`src/rtl/usb_rx_byte_framer_pkg.sv`:
```
// Shared definitions for the USB full-speed receive path.
// Holds the line-state and framer-state enums, the default bit timing and
// SYNC pattern, the PID codes used by the downstream packet-control FSM, and
// a helper that classifies a {D+,D-} pair as J, K or SE0.
package usb_rx_byte_framer_pkg;

    typedef enum logic [1:0] {
        J,
        K,
        SE0
    } line_state_t;

    typedef enum logic [2:0] {
        IDLE,
        HUNT,
        RECEIVE,
        EOP1,
        EOP2,
        ERROR
    } framer_state_t;

    localparam int          CLKS_PER_BIT_DEFAULT = 4;
    localparam int          SAMPLE_PHASE_DEFAULT = 1;
    // KJKJKJKK after NRZI decode, assembled LSB-first.
    localparam logic [7:0]  SYNC_VALUE_DEFAULT   = 8'h80;

    // PID[3:0] codes; the check nibble is the complement of these.
    localparam logic [3:0]  PID_OUT   = 4'b0001;
    localparam logic [3:0]  PID_IN    = 4'b1001;
    localparam logic [3:0]  PID_SOF   = 4'b0101;
    localparam logic [3:0]  PID_SETUP = 4'b1101;
    localparam logic [3:0]  PID_DATA0 = 4'b0011;
    localparam logic [3:0]  PID_DATA1 = 4'b1011;
    localparam logic [3:0]  PID_ACK   = 4'b0010;
    localparam logic [3:0]  PID_NAK   = 4'b1010;
    localparam logic [3:0]  PID_STALL = 4'b1110;

    // Both-high is illegal on the bus; fold it into SE0.
    function automatic line_state_t decode_line(input logic dp, input logic dm);
        if (dp && !dm)
            return J;
        else if (!dp && dm)
            return K;
        else
            return SE0;
    endfunction

endpackage

```
`src/rtl/usb_rx_byte_framer_if.sv`:
```
// Bus between the synchronized USB line / downstream packet FSM and the framer.
// Signals:
//   d_plus, d_minus   synchronized line inputs (driven by master)
//   sync_byte         1-clk pulse, SYNC found
//   packet_in[7:0]    last complete byte, held
//   byte_count        1-clk pulse, packet_in updated
//   eop               1-clk pulse, end of packet
//   crc_bit/crc_shift decoded body bit and its qualifier for CRC checkers
//   rx_error          1-clk pulse, framing/stuffing error
//   receiving         level, packet in progress
// Handshake: no back-pressure. Every pulse output is valid for exactly the one
// clock it is high and must be consumed in that clock; packet_in and crc_bit
// are data qualified by byte_count and crc_shift respectively.
interface usb_rx_byte_framer_if;
    logic       d_plus;
    logic       d_minus;
    logic       sync_byte;
    logic [7:0] packet_in;
    logic       byte_count;
    logic       eop;
    logic       crc_bit;
    logic       crc_shift;
    logic       rx_error;
    logic       receiving;

    modport master (
        output d_plus, d_minus,
        input  sync_byte, packet_in, byte_count, eop, crc_bit, crc_shift,
               rx_error, receiving
    );

    modport slave (
        input  d_plus, d_minus,
        output sync_byte, packet_in, byte_count, eop, crc_bit, crc_shift,
               rx_error, receiving
    );
endinterface

```
`src/rtl/usb_rx_byte_framer_bit_sampler.sv`:
```
// Bit-timing recovery and NRZI decode.
// Ports:
//   clk, n_rst      clock, async active-low reset
//   d_plus_i        synchronized D+
//   d_minus_i       synchronized D-
//   force_j_i       hold the NRZI reference at J (framer is idle)
//   sample_o        strobe: line is sampled this clock
//   line_o          J/K/SE0 classification of the current line
//   nrzi_bit_o      decoded bit (valid when sample_o and line_o != SE0)
module usb_rx_byte_framer_bit_sampler
    import usb_rx_byte_framer_pkg::*;
#(
    parameter int CLKS_PER_BIT = CLKS_PER_BIT_DEFAULT,
    parameter int SAMPLE_PHASE = SAMPLE_PHASE_DEFAULT
) (
    input  logic        clk,
    input  logic        n_rst,
    input  logic        d_plus_i,
    input  logic        d_minus_i,
    input  logic        force_j_i,
    output logic        sample_o,
    output line_state_t line_o,
    output logic        nrzi_bit_o
);
    localparam int PW = (CLKS_PER_BIT > 1) ? $clog2(CLKS_PER_BIT) : 1;

    logic          dp_q;
    logic [PW-1:0] phase_q, phase_d;
    logic          prev_q, prev_d;
    logic          dp_edge;

    always_comb begin
        dp_edge    = d_plus_i ^ dp_q;
        phase_d    = phase_q + 1'b1;
        if (dp_edge || phase_q == PW'(CLKS_PER_BIT - 1))
            phase_d = '0;
        // An edge in the sample slot would otherwise sample the new bit at
        // its very first clock and again after the realignment.
        sample_o   = (phase_q == PW'(SAMPLE_PHASE)) && !dp_edge;
        line_o     = decode_line(d_plus_i, d_minus_i);
        nrzi_bit_o = (d_plus_i == prev_q);
        prev_d     = prev_q;
        // A real J/K sample wins over the idle force so the first K of SYNC
        // becomes the reference for the next bit.
        if (sample_o && line_o != SE0)
            prev_d = d_plus_i;
        else if (force_j_i)
            prev_d = 1'b1;
    end

    always_ff @(posedge clk or negedge n_rst) begin
        if (!n_rst) begin
            dp_q    <= 1'b1;
            phase_q <= '0;
            prev_q  <= 1'b1;
        end else begin
            dp_q    <= d_plus_i;
            phase_q <= phase_d;
            prev_q  <= prev_d;
        end
    end
endmodule

```
`src/rtl/usb_rx_byte_framer.sv`:
```
// USB RX byte framer: bit stuffing removal, SYNC hunt, LSB-first byte assembly
// and EOP detection on top of the bit sampler.
// Ports:
//   clk, n_rst   clock, async active-low reset
//   bus          slave side of usb_rx_byte_framer_if (line in, framer outputs)
//   state_o      current framer state, for observation
module usb_rx_byte_framer
    import usb_rx_byte_framer_pkg::*;
#(
    parameter int         CLKS_PER_BIT = CLKS_PER_BIT_DEFAULT,
    parameter int         SAMPLE_PHASE = SAMPLE_PHASE_DEFAULT,
    parameter logic [7:0] SYNC_VALUE   = SYNC_VALUE_DEFAULT
) (
    input  logic                 clk,
    input  logic                 n_rst,
    usb_rx_byte_framer_if.slave  bus,
    output framer_state_t        state_o
);
    logic        sample;
    line_state_t line;
    logic        nrzi_bit;

    framer_state_t state_q, state_d;
    logic [7:0]    sr_q, sr_d, shifted;
    logic [2:0]    bit_cnt_q, bit_cnt_d;
    logic [2:0]    ones_cnt_q, ones_cnt_d;
    logic          se0_seen_q, se0_seen_d;
    logic [7:0]    packet_q, packet_d;
    logic          crc_bit_q, crc_bit_d;
    logic          recv_q, recv_d;
    logic          sync_q, sync_d;
    logic          byte_q, byte_d;
    logic          eop_q, eop_d;
    logic          crc_shift_q, crc_shift_d;
    logic          err_q, err_d;

    usb_rx_byte_framer_bit_sampler #(
        .CLKS_PER_BIT (CLKS_PER_BIT),
        .SAMPLE_PHASE (SAMPLE_PHASE)
    ) u_sampler (
        .clk        (clk),
        .n_rst      (n_rst),
        .d_plus_i   (bus.d_plus),
        .d_minus_i  (bus.d_minus),
        .force_j_i  (state_q == IDLE),
        .sample_o   (sample),
        .line_o     (line),
        .nrzi_bit_o (nrzi_bit)
    );

    always_comb begin
        state_d     = state_q;
        sr_d        = sr_q;
        bit_cnt_d   = bit_cnt_q;
        ones_cnt_d  = ones_cnt_q;
        se0_seen_d  = se0_seen_q;
        packet_d    = packet_q;
        crc_bit_d   = crc_bit_q;
        recv_d      = recv_q;
        sync_d      = 1'b0;
        byte_d      = 1'b0;
        eop_d       = 1'b0;
        crc_shift_d = 1'b0;
        err_d       = 1'b0;
        shifted     = {nrzi_bit, sr_q[7:1]};

        if (sample) begin
            case (state_q)
                IDLE: begin
                    // The first K decodes to 0, so a cleared register already
                    // holds it as the first SYNC bit.
                    sr_d       = '0;
                    bit_cnt_d  = '0;
                    ones_cnt_d = '0;
                    if (line == K)
                        state_d = HUNT;
                end
                HUNT: begin
                    if (line == SE0) begin
                        state_d = IDLE;
                        recv_d  = 1'b0;
                    end else begin
                        sr_d = shifted;
                        if (shifted == SYNC_VALUE) begin
                            sync_d     = 1'b1;
                            recv_d     = 1'b1;
                            bit_cnt_d  = '0;
                            ones_cnt_d = '0;
                            state_d    = RECEIVE;
                        end
                    end
                end
                RECEIVE: begin
                    if (line == SE0) begin
                        state_d = EOP1;
                    end else if (ones_cnt_q == 3'd6) begin
                        // Bit after six 1s must be a stuffed 0.
                        if (nrzi_bit) begin
                            err_d      = 1'b1;
                            se0_seen_d = 1'b0;
                            state_d    = ERROR;
                        end else begin
                            ones_cnt_d = '0;
                        end
                    end else begin
                        sr_d        = shifted;
                        crc_shift_d = 1'b1;
                        crc_bit_d   = nrzi_bit;
                        ones_cnt_d  = nrzi_bit ? ones_cnt_q + 3'd1 : 3'd0;
                        bit_cnt_d   = bit_cnt_q + 3'd1;
                        if (bit_cnt_q == 3'd7) begin
                            packet_d = shifted;
                            byte_d   = 1'b1;
                        end
                    end
                end
                EOP1: begin
                    if (line == SE0) begin
                        state_d = EOP2;
                    end else begin
                        err_d      = 1'b1;
                        se0_seen_d = 1'b0;
                        state_d    = ERROR;
                    end
                end
                EOP2: begin
                    if (line == J) begin
                        eop_d   = 1'b1;
                        recv_d  = 1'b0;
                        err_d   = (bit_cnt_q != 3'd0);
                        state_d = IDLE;
                    end else if (line == K) begin
                        err_d      = 1'b1;
                        se0_seen_d = 1'b0;
                        state_d    = ERROR;
                    end
                end
                ERROR: begin
                    if (line == SE0) begin
                        se0_seen_d = 1'b1;
                    end else if (line == J && se0_seen_q) begin
                        eop_d   = 1'b1;
                        recv_d  = 1'b0;
                        state_d = IDLE;
                    end else if (line == K) begin
                        se0_seen_d = 1'b0;
                    end
                end
                default: state_d = IDLE;
            endcase
        end
    end

    always_ff @(posedge clk or negedge n_rst) begin
        if (!n_rst) begin
            state_q     <= IDLE;
            sr_q        <= '0;
            bit_cnt_q   <= '0;
            ones_cnt_q  <= '0;
            se0_seen_q  <= 1'b0;
            packet_q    <= 8'h00;
            crc_bit_q   <= 1'b0;
            recv_q      <= 1'b0;
            sync_q      <= 1'b0;
            byte_q      <= 1'b0;
            eop_q       <= 1'b0;
            crc_shift_q <= 1'b0;
            err_q       <= 1'b0;
        end else begin
            state_q     <= state_d;
            sr_q        <= sr_d;
            bit_cnt_q   <= bit_cnt_d;
            ones_cnt_q  <= ones_cnt_d;
            se0_seen_q  <= se0_seen_d;
            packet_q    <= packet_d;
            crc_bit_q   <= crc_bit_d;
            recv_q      <= recv_d;
            sync_q      <= sync_d;
            byte_q      <= byte_d;
            eop_q       <= eop_d;
            crc_shift_q <= crc_shift_d;
            err_q       <= err_d;
        end
    end

    assign bus.sync_byte  = sync_q;
    assign bus.packet_in  = packet_q;
    assign bus.byte_count = byte_q;
    assign bus.eop        = eop_q;
    assign bus.crc_bit    = crc_bit_q;
    assign bus.crc_shift  = crc_shift_q;
    assign bus.rx_error   = err_q;
    assign bus.receiving  = recv_q;
    assign state_o        = state_q;
endmodule

```
`src/flat_wrapper.sv`:
```
// flat-port wrapper written by rule: the top's interface ports become plain ports
module usb_rx_byte_framer_flat import usb_rx_byte_framer_pkg::*;
#(
    parameter int         CLKS_PER_BIT = CLKS_PER_BIT_DEFAULT,
    parameter int         SAMPLE_PHASE = SAMPLE_PHASE_DEFAULT,
    parameter logic [7:0] SYNC_VALUE   = SYNC_VALUE_DEFAULT
)
  (clk, n_rst, state_o, bus_d_plus, bus_d_minus, bus_sync_byte, bus_packet_in, bus_byte_count, bus_eop, bus_crc_bit, bus_crc_shift, bus_rx_error, bus_receiving);
  usb_rx_byte_framer_if bus_i ();
  input  logic clk;
  input  logic n_rst;
  output framer_state_t state_o;
  input wire logic [$bits(bus_i.d_plus)-1:0] bus_d_plus;
  input wire logic [$bits(bus_i.d_minus)-1:0] bus_d_minus;
  output wire logic [$bits(bus_i.sync_byte)-1:0] bus_sync_byte;
  output wire logic [$bits(bus_i.packet_in)-1:0] bus_packet_in;
  output wire logic [$bits(bus_i.byte_count)-1:0] bus_byte_count;
  output wire logic [$bits(bus_i.eop)-1:0] bus_eop;
  output wire logic [$bits(bus_i.crc_bit)-1:0] bus_crc_bit;
  output wire logic [$bits(bus_i.crc_shift)-1:0] bus_crc_shift;
  output wire logic [$bits(bus_i.rx_error)-1:0] bus_rx_error;
  output wire logic [$bits(bus_i.receiving)-1:0] bus_receiving;
  assign bus_i.d_plus = bus_d_plus;
  assign bus_i.d_minus = bus_d_minus;
  assign bus_sync_byte = bus_i.sync_byte;
  assign bus_packet_in = bus_i.packet_in;
  assign bus_byte_count = bus_i.byte_count;
  assign bus_eop = bus_i.eop;
  assign bus_crc_bit = bus_i.crc_bit;
  assign bus_crc_shift = bus_i.crc_shift;
  assign bus_rx_error = bus_i.rx_error;
  assign bus_receiving = bus_i.receiving;
  usb_rx_byte_framer #(.CLKS_PER_BIT(CLKS_PER_BIT), .SAMPLE_PHASE(SAMPLE_PHASE), .SYNC_VALUE(SYNC_VALUE)) u_core (.clk(clk), .n_rst(n_rst), .bus(bus_i), .state_o(state_o));
endmodule
```
`config.mk`:
```
export PLATFORM = sky130hd
export DESIGN_NAME = usb_rx_byte_framer_flat
export DESIGN_NICKNAME = d
export VERILOG_FILES = /design/src/rtl/usb_rx_byte_framer_pkg.sv /design/src/rtl/usb_rx_byte_framer_if.sv /design/src/rtl/usb_rx_byte_framer_bit_sampler.sv /design/src/rtl/usb_rx_byte_framer.sv /design/src/flat_wrapper.sv
export SDC_FILE = /design/constraint.sdc
export NUM_CORES = 1
export LEC_CHECK = 0
export CORE_UTILIZATION = 48
export CTS_CLUSTER_SIZE = 14
export DETAILED_ROUTE_END_ITERATION = 10
export PLACE_DENSITY = 0.79
export SETUP_SLACK_MARGIN = 0.15
export SLEW_MARGIN = 20
export SYNTH_ARGS = -nofsm -noshare
export SYNTH_HDL_FRONTEND = slang
export SYNTH_SLANG_ARGS = --single-unit
export TNS_END_PERCENT = 5
```
`constraint.sdc`:
```
create_clock -name clk -period 3.8 [get_ports clk]
set_input_delay 0.76 -clock clk [delete_from_list [all_inputs] [get_ports clk]]
set_output_delay 0.76 -clock clk [all_outputs]
set_load 0.02 [all_outputs]
```
; ---- Word-level counts from Yosys, hierarchy flattened
; Index checks and enable logic that the tools add are counted.
[classes]
muxes = 72
eq_ne = 32
bitwise = 3
n_addsub = 3
reduce_logical = 24
[ops]
columns = op, n
row1 = 3-bit two-way mux, 18
row2 = 1-bit two-way mux, 40
row3 = 8-bit two-way mux, 3
row4 = 8-bit one-hot mux with 3 select lines, 1
row5 = 3-bit one-hot mux with 3 select lines, 2
row6 = 3-bit one-hot mux with 6 select lines, 1
row7 = 6-bit AND reduction, 3
row8 = 8-bit AND reduction, 2
row9 = "2-bit inequality test, second input constant", 7
row10 = "3-bit == test, second input constant", 4
row11 = "2-bit by 1-bit inequality test with 1-bit output, second input constant", 6
row12 = "3-bit by 1-bit inequality test with 1-bit output, second input constant", 4
row13 = 5-bit AND reduction, 2
row14 = 3-bit nonzero test, 3
row15 = "8-bit == test, second input constant", 1
row16 = "3-bit by 1-bit adder with 3-bit output, second input constant", 2
row17 = "3-bit by 2-bit == test with 1-bit output, second input constant", 2
row18 = 2-bit two-way mux, 3
row19 = 1-bit one-hot mux with 3 select lines, 2
row20 = 1-bit logical AND, 5
row21 = "2-bit by 1-bit == test with 1-bit output, second input constant", 2
row22 = "2-bit == test, second input constant", 2
row23 = 1-bit one-hot mux with 4 select lines, 1
row24 = 4-bit AND reduction, 1
row25 = other kinds (14), 17
[word_totals]
inputBits = 4
output_inout_bits = 18
elab_cells = 150
register_bits = 37

; ---- Logic depth before layout (Yosys ltp)
; Gate-level depths: netlist of the first run.
[depth]
ltp_word = 10
ltp_mapped = 8
ltp_nobuf = 7

; ---- By module
; A second synthesis of the first run with hierarchy kept.
[hier_totals]
hier_cells = 180
hier_area_um2 = 1874.3
[modules_own_cells]
columns = module, area_each_um2, n_inst, cells_each, seq_area_each_um2
row1 = usb_rx_byte_framer, 1659.1, 1, 160, 800.8
row2 = usb_rx_byte_framer_bit_sampler, 215.2, 1, 20, 102.6

; ---- Worst setup path before layout of the first run
; OpenSTA, ideal clock, no wires.
[synth_timing]
path_kind = in2reg
start = input bus_d_minus
end = register u_core.state_q[0] (netlist: u_core.state_o[0])
n_path_buf = 1
t_required_ns = 3.675
setup_time_ns = 0.125
slack_ns = 1.422
stages = 8
arrival_ns = 2.253
path_cell_list = inv_1 > ha_1 > clkbuf_1 > and3b_1 > o311ai_1 > a311o_2 > nor2_4 > mux2_4
[synth_between]
elab_chain_len = 7
word_cells_on_any_way = 22
cone_classes = 9 x eq/ne / 7 x mux / 6 x reduce/logical
[synth_lines]
columns = element, line
row1 = start: declaration, flat_wrapper.sv:14  ; input wire logic [$bits(bus_i.d_minus)-1:0] bus_d_minus;
row2 = 1-bit logical AND / 1-bit zero test (equally long branches), "usb_rx_byte_framer_pkg.sv:42, usb_rx_byte_framer_pkg.sv:40"
row3 = 2-bit two-way mux / 1-bit logical AND (equally long branches), "usb_rx_byte_framer_pkg.sv:42, usb_rx_byte_framer_pkg.sv:40"
row4 = 2-bit two-way mux *, usb_rx_byte_framer_pkg.sv:40  ; if (dp && !dm)
row5 = 2-bit zero test, "usb_rx_byte_framer.sv:127, usb_rx_byte_framer.sv:141"
row6 = 1-bit logical AND, usb_rx_byte_framer.sv:141  ; end else if (line == J && se0_seen_q) begin
row7 = 2-bit by 1-bit inequality test with 1-bit output (no line), -
row8 = 8-bit AND reduction (no line), -
row9 = end signal: assignment, usb_rx_byte_framer.sv:170  ; state_q <= state_d;
row10 = end: declaration, usb_rx_byte_framer.sv:23  ; framer_state_t state_q, state_d;
; Every way passes the cells marked *; elsewhere a longest branch is shown, timed or not.
; A chain may end at the register's enable or synchronous reset.

; ---- Worst setup path after layout of the first run
[layout_timing]
start = input bus_d_plus
end = register u_core.packet_q[7] (netlist: u_core.bus.packet_in[7])
[layout_between]
elab_chain_len = 7
word_cells_on_any_way = 12
cone_classes = 2 x eq/ne / 2 x mux / 2 x bitwise / 6 x reduce/logical
[layout_lines]
columns = element, line
row1 = start: declaration, flat_wrapper.sv:13  ; input wire logic [$bits(bus_i.d_plus)-1:0] bus_d_plus;
row2 = 1-bit zero test, usb_rx_byte_framer_pkg.sv:42  ; else if (!dp && dm)
row3 = 1-bit logical AND, usb_rx_byte_framer_pkg.sv:42
row4 = 2-bit two-way mux, usb_rx_byte_framer_pkg.sv:42
row5 = 2-bit two-way mux, usb_rx_byte_framer_pkg.sv:40
row6 = 2-bit == test, usb_rx_byte_framer.sv:94  ; if (line == SE0) begin
row7 = 1-bit inverter (no line), -
row8 = 5-bit AND reduction (no line), -
row9 = end signal: assignment, usb_rx_byte_framer.sv:175  ; packet_q <= packet_d;
row10 = end: declaration, usb_rx_byte_framer.sv:28  ; logic [7:0] packet_q, packet_d;
; Several ways; a longest one is shown, not always the timed one.

==> run metrics, run 1 <==
min Tclk post-route 3110 ps; GRT Overall Usage 0.196; WS Path Type input pin to flop; Largest stage delay, worst path 680 ps; Root Buffer clkbuf_8; # resized after CTS 0; commonest non-fill, non-tap cells in the layout 34 x dfrtp_1, 21 x clkdlybuf4s50_1, 19 x nand2_1, 11 x inv_1, 11 x o21ai_0; number of flops mapped to enable cells by yosys 0; total CTS buffers 5; Die Height 64.7 um; CP Launch Type input pin; ant diodes 0; initial antenna violation count 0; Synth Register Bits 36; Detailed Place HPWL 2510 um; vias in the first global route 1277; CP required 3970 ps; Async SR Flop Fraction 1.00; CTS max path bufs 2; routed length per instance 14.4 um; status finished, final reports clean; R2R Path Start u_core.state_o[1]; crit-path cells clkdlybuf4s50_1 -> ha_1 -> nor2_1 -> nand2_1 -> nor3b_4 -> nand2_4 -> mux2_4; RSZ-0062 raised after global routing false; gr ovfl total 0; Hold Crit Depth 1; final clock period utilization by the worst path 0.820; Syn Area/Cell 10.9 sq um; post-placement setup slack 397 ps; Core Area 3720 sq um; port buffer count 21; Post-Syn Nets 186; Residual DRC 0; RD Place Congestion 0.899; CTS clock-pin slew for the worst setup and hold paths 70 ps; final wirelength 3540 um; DR iter-0 viols 66; Top FF cell, synth dfrtp_1; Post-CTS Setup Repair Bufs 0; Post-CTS Hold Fix Bufs 0; PwrDens 587 nW/um^2; worst skew pair latency 290 ps; r2r worst-path depth 5; Post-Synthesis Cell Area 1890 sq um; first-pass GRT wire length 6140 um; peak supply drop 0.295 mV; setup skew after layout 7.68 ps; fin nets 209; largest net degree at the start of global routing 37; Yosys Warn Count 0; Die X 64.7 um; P&R area growth vs syn 19.5%; worst relative slew slack 0.608; Worst R2R End u_core.state_o[0]; WP buf/inv 1; share of cells above drive strength 1 0.168; Setup TNS 0 ps; Vias/cell 5.50; worst hold start u_core.u_sampler.phase_q[0]; worst slew pin tran 587 ps; row cnt 22; Max Cap Viol 0; CP max-delay cell clkdlybuf4s50_1; initial cell density of the core 0.508; Unique masters post-synth 48; commonest non-fill, non-tap cell in the layout dfrtp_1; cell count after synthesis 173; TritonCTS clock tree done; # setup viols final 0; WP data arrival 3290 ps; DRT Pass-1 Iters 4; sequential fraction of the synthesis area 0.478; Ports 22; Register-to-Register Setup Slack 1700 ps; Fmax 321 MHz; die area 4190 sq um; via count 1347; Hold Crit Class flop to flop; CP Depth 7; Final Hold Vio Count 0; clock sink count 36; Clock H-tree levels 2; post-route ant nets 0; Max FO, Critical Path 14; Slew Limit Fails 0; final worst slack 685 ps; Hold Path Sink u_core.u_sampler.phase_q[0]; cell family with most CP delay simple AND/OR/NAND/NOR gates; CP Capture Type flop; Pleak 0.00103 uW
==> synthesized netlist by cell type (2+ instances only) <==
cell      instances  share of area
nand2b_1          6          0.020
nor2_1            6          0.012
mux2_4            9          0.072
a22o_1            2         0.0093
a31oi_1           4          0.013
nor2b_1           2         0.0066
a211o_1           2         0.0093
nor3_1            9          0.024
inv_1            11          0.022
dfrtp_1          34           0.45
mux2i_1           2          0.011
clkbuf_1          5         0.0099
xnor2_2           2          0.017
dfstp_2           2          0.028
nand2_1          19          0.038
o21ai_0          11          0.029
a21oi_1           4          0.011
ha_1              9          0.060
o22ai_1           3         0.0099
o31ai_1           3          0.012
==> layout make-up <==
type	instances	area, sq um
Multi-Input combinational cell	119	917
Inverter	11	41.3
Clock buffer	5	68.8
Fill cell	313	1460
Timing Repair Buffer	23	225
Tap cell	48	60.1
Clock inverter	3	42.5
Sequential cell	36	903
==> logic make-up after synthesis <==
| kind of cell | Yosys count | synth area share |
|---|---|---|
| simple gates | 57 | 0.169 |
| compound gates | 37 | 0.141 |
| flops | 36 | 0.478 |
| buf+inv | 18 | 0.0364 |
| mux | 13 | 0.0940 |
| fa+ha+maj | 9 | 0.0596 |
| xor+xnor | 3 | 0.0219 |
==> power by group <==
| group | switching [uW] | internal (uW) | total [uW] |
|---|---|---|---|
| clock | 141 | 194 | 335 |
| sequential | 103 | 441 | 544 |
| combinational | 253 | 195 | 448 |
| total | 497 | 829 | 1330 |
==> worst max path at each step <==
stage	startpoint	end	slack, ps
final	bus_d_plus	u_core.bus.packet_in[7]	690
after global routing	bus_d_plus	u_core.bus.packet_in[7]	500
after CTS	bus_d_plus	u_core.bus.packet_in[7]	700
after detailed placement	bus_d_plus	u_core.bus.packet_in[0]	400
after global placement	bus_d_plus	u_core.bus.packet_in[5]	520
after floorplan	bus_d_minus	u_core.state_o[0]	1420
==> per-stage QoR <==
step                power, uW  utilization  area (sq um)  cells  hold WS, ps
CTS                      1330        0.608          2260    245          490
finish                   1330        0.608          2260    245          483
detailed placement        993        0.578          2150    237          480
global placement          977        0.578          2150    237          457
floorplan                 855            -          1890    173          444
global route             1410        0.608          2260    245          525
==> per-layer routing <==
layer  GRT usage  part of all wire  up-vias  wire [um]
li1            -                 -      658          -
met3      0.0475             0.046        4        163
met4      0.0889            0.0096        0         34
met5           0                 0        -          0
met1       0.267              0.46      659       1640
met2       0.294              0.48       26       1700
==> flip-flops by register name, summed over array words and instances (netlist names) <==
| register | count |
|---|---|
| u_core.bit_cnt_q | 3 |
| u_core.bus.byte_count | 1 |
| u_core.bus.crc_bit | 1 |
| u_core.bus.crc_shift | 1 |
| u_core.bus.eop | 1 |
| u_core.bus.packet_in | 8 |
| u_core.bus.receiving | 1 |
| u_core.bus.rx_error | 1 |
| u_core.bus.sync_byte | 1 |
| u_core.ones_cnt_q | 3 |
| u_core.se0_seen_q | 1 |
| u_core.sr_q | 7 |
| u_core.state_o | 3 |
| u_core.u_sampler.dp_q | 1 |
| u_core.u_sampler.phase_q | 2 |
| u_core.u_sampler.prev_q | 1 |
==> worst reg2reg max path: stages, from the launching register on <==
cell	delay (ps)
dfrtp_1	720
nand2b_1	250
o311ai_1	150
a311o_2	440
nor2_4	130
mux2_4	310
Note: power is estimated with default switching activity, not from simulation.
==> run 2, diff against run 1 <==
==> constraint.sdc (replaced) <==
create_clock -name clk -period 3.1 [get_ports clk]
set_input_delay 0.62 -clock clk [delete_from_list [all_inputs] [get_ports clk]]
set_output_delay 0.62 -clock clk [all_outputs]
set_load 0.02 [all_outputs]
==> run metrics, run 2 (synthesized netlist as in run 1, its figures left out) <==
status finished, final reports clean; port buffer count 21 (unchanged); CP Capture Type flop; WS Path Type input pin to flop; final wirelength 3720 um (+5.2%); row cnt 22 (unchanged); final worst slack 613 ps (-72.1 ps); first-pass GRT wire length 6310 um (+2.8%); Root Buffer clkbuf_8; final clock period utilization by the worst path 0.802; worst relative slew slack 0.601 (-0.00795); RSZ-0062 raised after global routing false; P&R area growth vs syn 20.3%; initial cell density of the core 0.508 (unchanged); gr ovfl total 0 (unchanged); GRT Overall Usage 0.201 (+0.00508); post-route ant nets 0 (unchanged); Residual DRC 0 (unchanged); max reg flops 8 (unchanged); r2r worst-path depth 5 (unchanged); worst skew pair latency 290 ps (about the same); via count 1392 (+3.3%); Slew Limit Fails 0 (unchanged); Max FO, Critical Path 3 (-11); ant diodes 0 (unchanged); Final Hold Vio Count 0 (unchanged); post-placement setup slack 305 ps (-92.0 ps); vias in the first global route 1328 (+4.0%); largest net degree at the start of global routing 37 (unchanged); DR iter-0 viols 99 (+50%); PwrDens 685 nW/um^2 (+17%); # setup viols final 0 (unchanged); initial antenna violation count 0 (unchanged); Largest stage delay, worst path 490 ps (-190 ps); Post-CTS Setup Repair Bufs 0 (unchanged); routed length per instance 14.9 um (+3.1%); share of cells above drive strength 1 0.188 (+0.0206); Core Area 3720 sq um (unchanged); Clock H-tree levels 2 (unchanged); crit-path cells clkdlybuf4s50_1 -> inv_1 -> ha_1 -> and3b_1 -> o311ai_1 -> a311o_2 -> nor2_4 -> mux2_4; Hold Crit Class flop to flop; # resized after CTS 0 (unchanged); total CTS buffers 5 (unchanged); setup skew after layout 6.86 ps (-0.813 ps); Vias/cell 5.57 (+1.3%); Total Power 1560 uW (+17%); WP data arrival 2660 ps (-630 ps); DRT Pass-1 Iters 4 (unchanged); CP Launch Type input pin; Die X 64.7 um (unchanged); min Tclk post-route 2490 ps; Hold Crit Depth 1 (unchanged); commonest non-fill, non-tap cells in the layout 34 x dfrtp_1, 21 x clkdlybuf4s50_1, 19 x nand2_1, 11 x inv_1, 11 x o21ai_0; Ports 22 (unchanged); Post-CTS Hold Fix Bufs 0 (unchanged); Max Cap Viol 0 (unchanged); clock sink count 36 (unchanged); CTS max path bufs 2 (unchanged); CP required 3270 ps (-700 ps); peak supply drop 0.378 mV (+28%); Die Height 64.7 um (unchanged); RD Place Congestion 0.923 (+2.7%); CP max-delay cell clkdlybuf4s50_1; CTS clock-pin slew for the worst setup and hold paths 70 ps (about the same); TritonCTS clock tree done; Fmax 402 MHz; commonest non-fill, non-tap cell in the layout dfrtp_1; Pleak 0.00105 uW (+1.8%); fin nets 214 (+2.4%); Setup TNS 0 ps (unchanged); die area 4190 sq um (unchanged); Detailed Place HPWL 2690 um (+7.2%); worst slew pin tran 599 ps (+11.9 ps)
-- run 2: per-layer routing --
metal  vias to the layer above  wire, um  track usage
met4                         0        60       0.0583
met1                       668      1710        0.272
met2                        45      1740        0.306
met3                         9       218       0.0669
met5                         -         0            0
li1                        670         -            -
-- run 2: final timing paths --
path / startpoint / slack, ps / to
min reg2reg: u_core.u_sampler.phase_q[0] / 480 / u_core.u_sampler.phase_q[0]
min in group asynchronous: n_rst / 740 / u_core.bus.eop
min: u_core.u_sampler.phase_q[0] / 480 / u_core.u_sampler.phase_q[0]
max reg2reg: u_core.state_o[1] / 1000 / u_core.state_o[0]
max in group asynchronous: n_rst / 2020 / u_core.u_sampler.dp_q
max: bus_d_minus / 610 / u_core.state_o[0]
-- run 2: report_power, final --
part	switching [uW]	internal (uW)	leakage, uW
clock	172	156	0.0000479
combinational	311	249	0.000519
sequential	128	540	0.000481
total	611	946	0.00105
-- run 2: final cells by class --
| cell class | instances | area [sq um] |
|---|---|---|
| Tap cell | 48 | 60.1 |
| Timing Repair Buffer | 28 | 263 |
| Inverter | 11 | 41.3 |
| Clock buffer | 5 | 68.8 |
| Multi-Input combinational cell | 119 | 917 |
| Fill cell | 312 | 1440 |
| Sequential cell | 36 | 903 |
| Clock inverter | 3 | 18.8 |
-- run 2: per-stage QoR --
stage	cell area [sq um]	utilization	cells	hold WS (ps)
global placement	2180	0.588	242	457
finish	2270	0.611	250	478
global route	2270	0.611	250	495
detailed placement	2180	0.588	242	468
CTS	2270	0.611	250	481
floorplan	1890	-	173	324
-- run 2: worst max-delay path, delay by kind of cell --
| kind | cells | cell delay (ps) |
|---|---|---|
| buffers and inverters | 2 | 540 |
| AO/OA/AOI/OAI | 2 | 540 |
| AND/OR/NAND/NOR | 2 | 330 |
| adder cells (fa/ha/maj) | 1 | 310 |
| multiplexers | 1 | 300 |
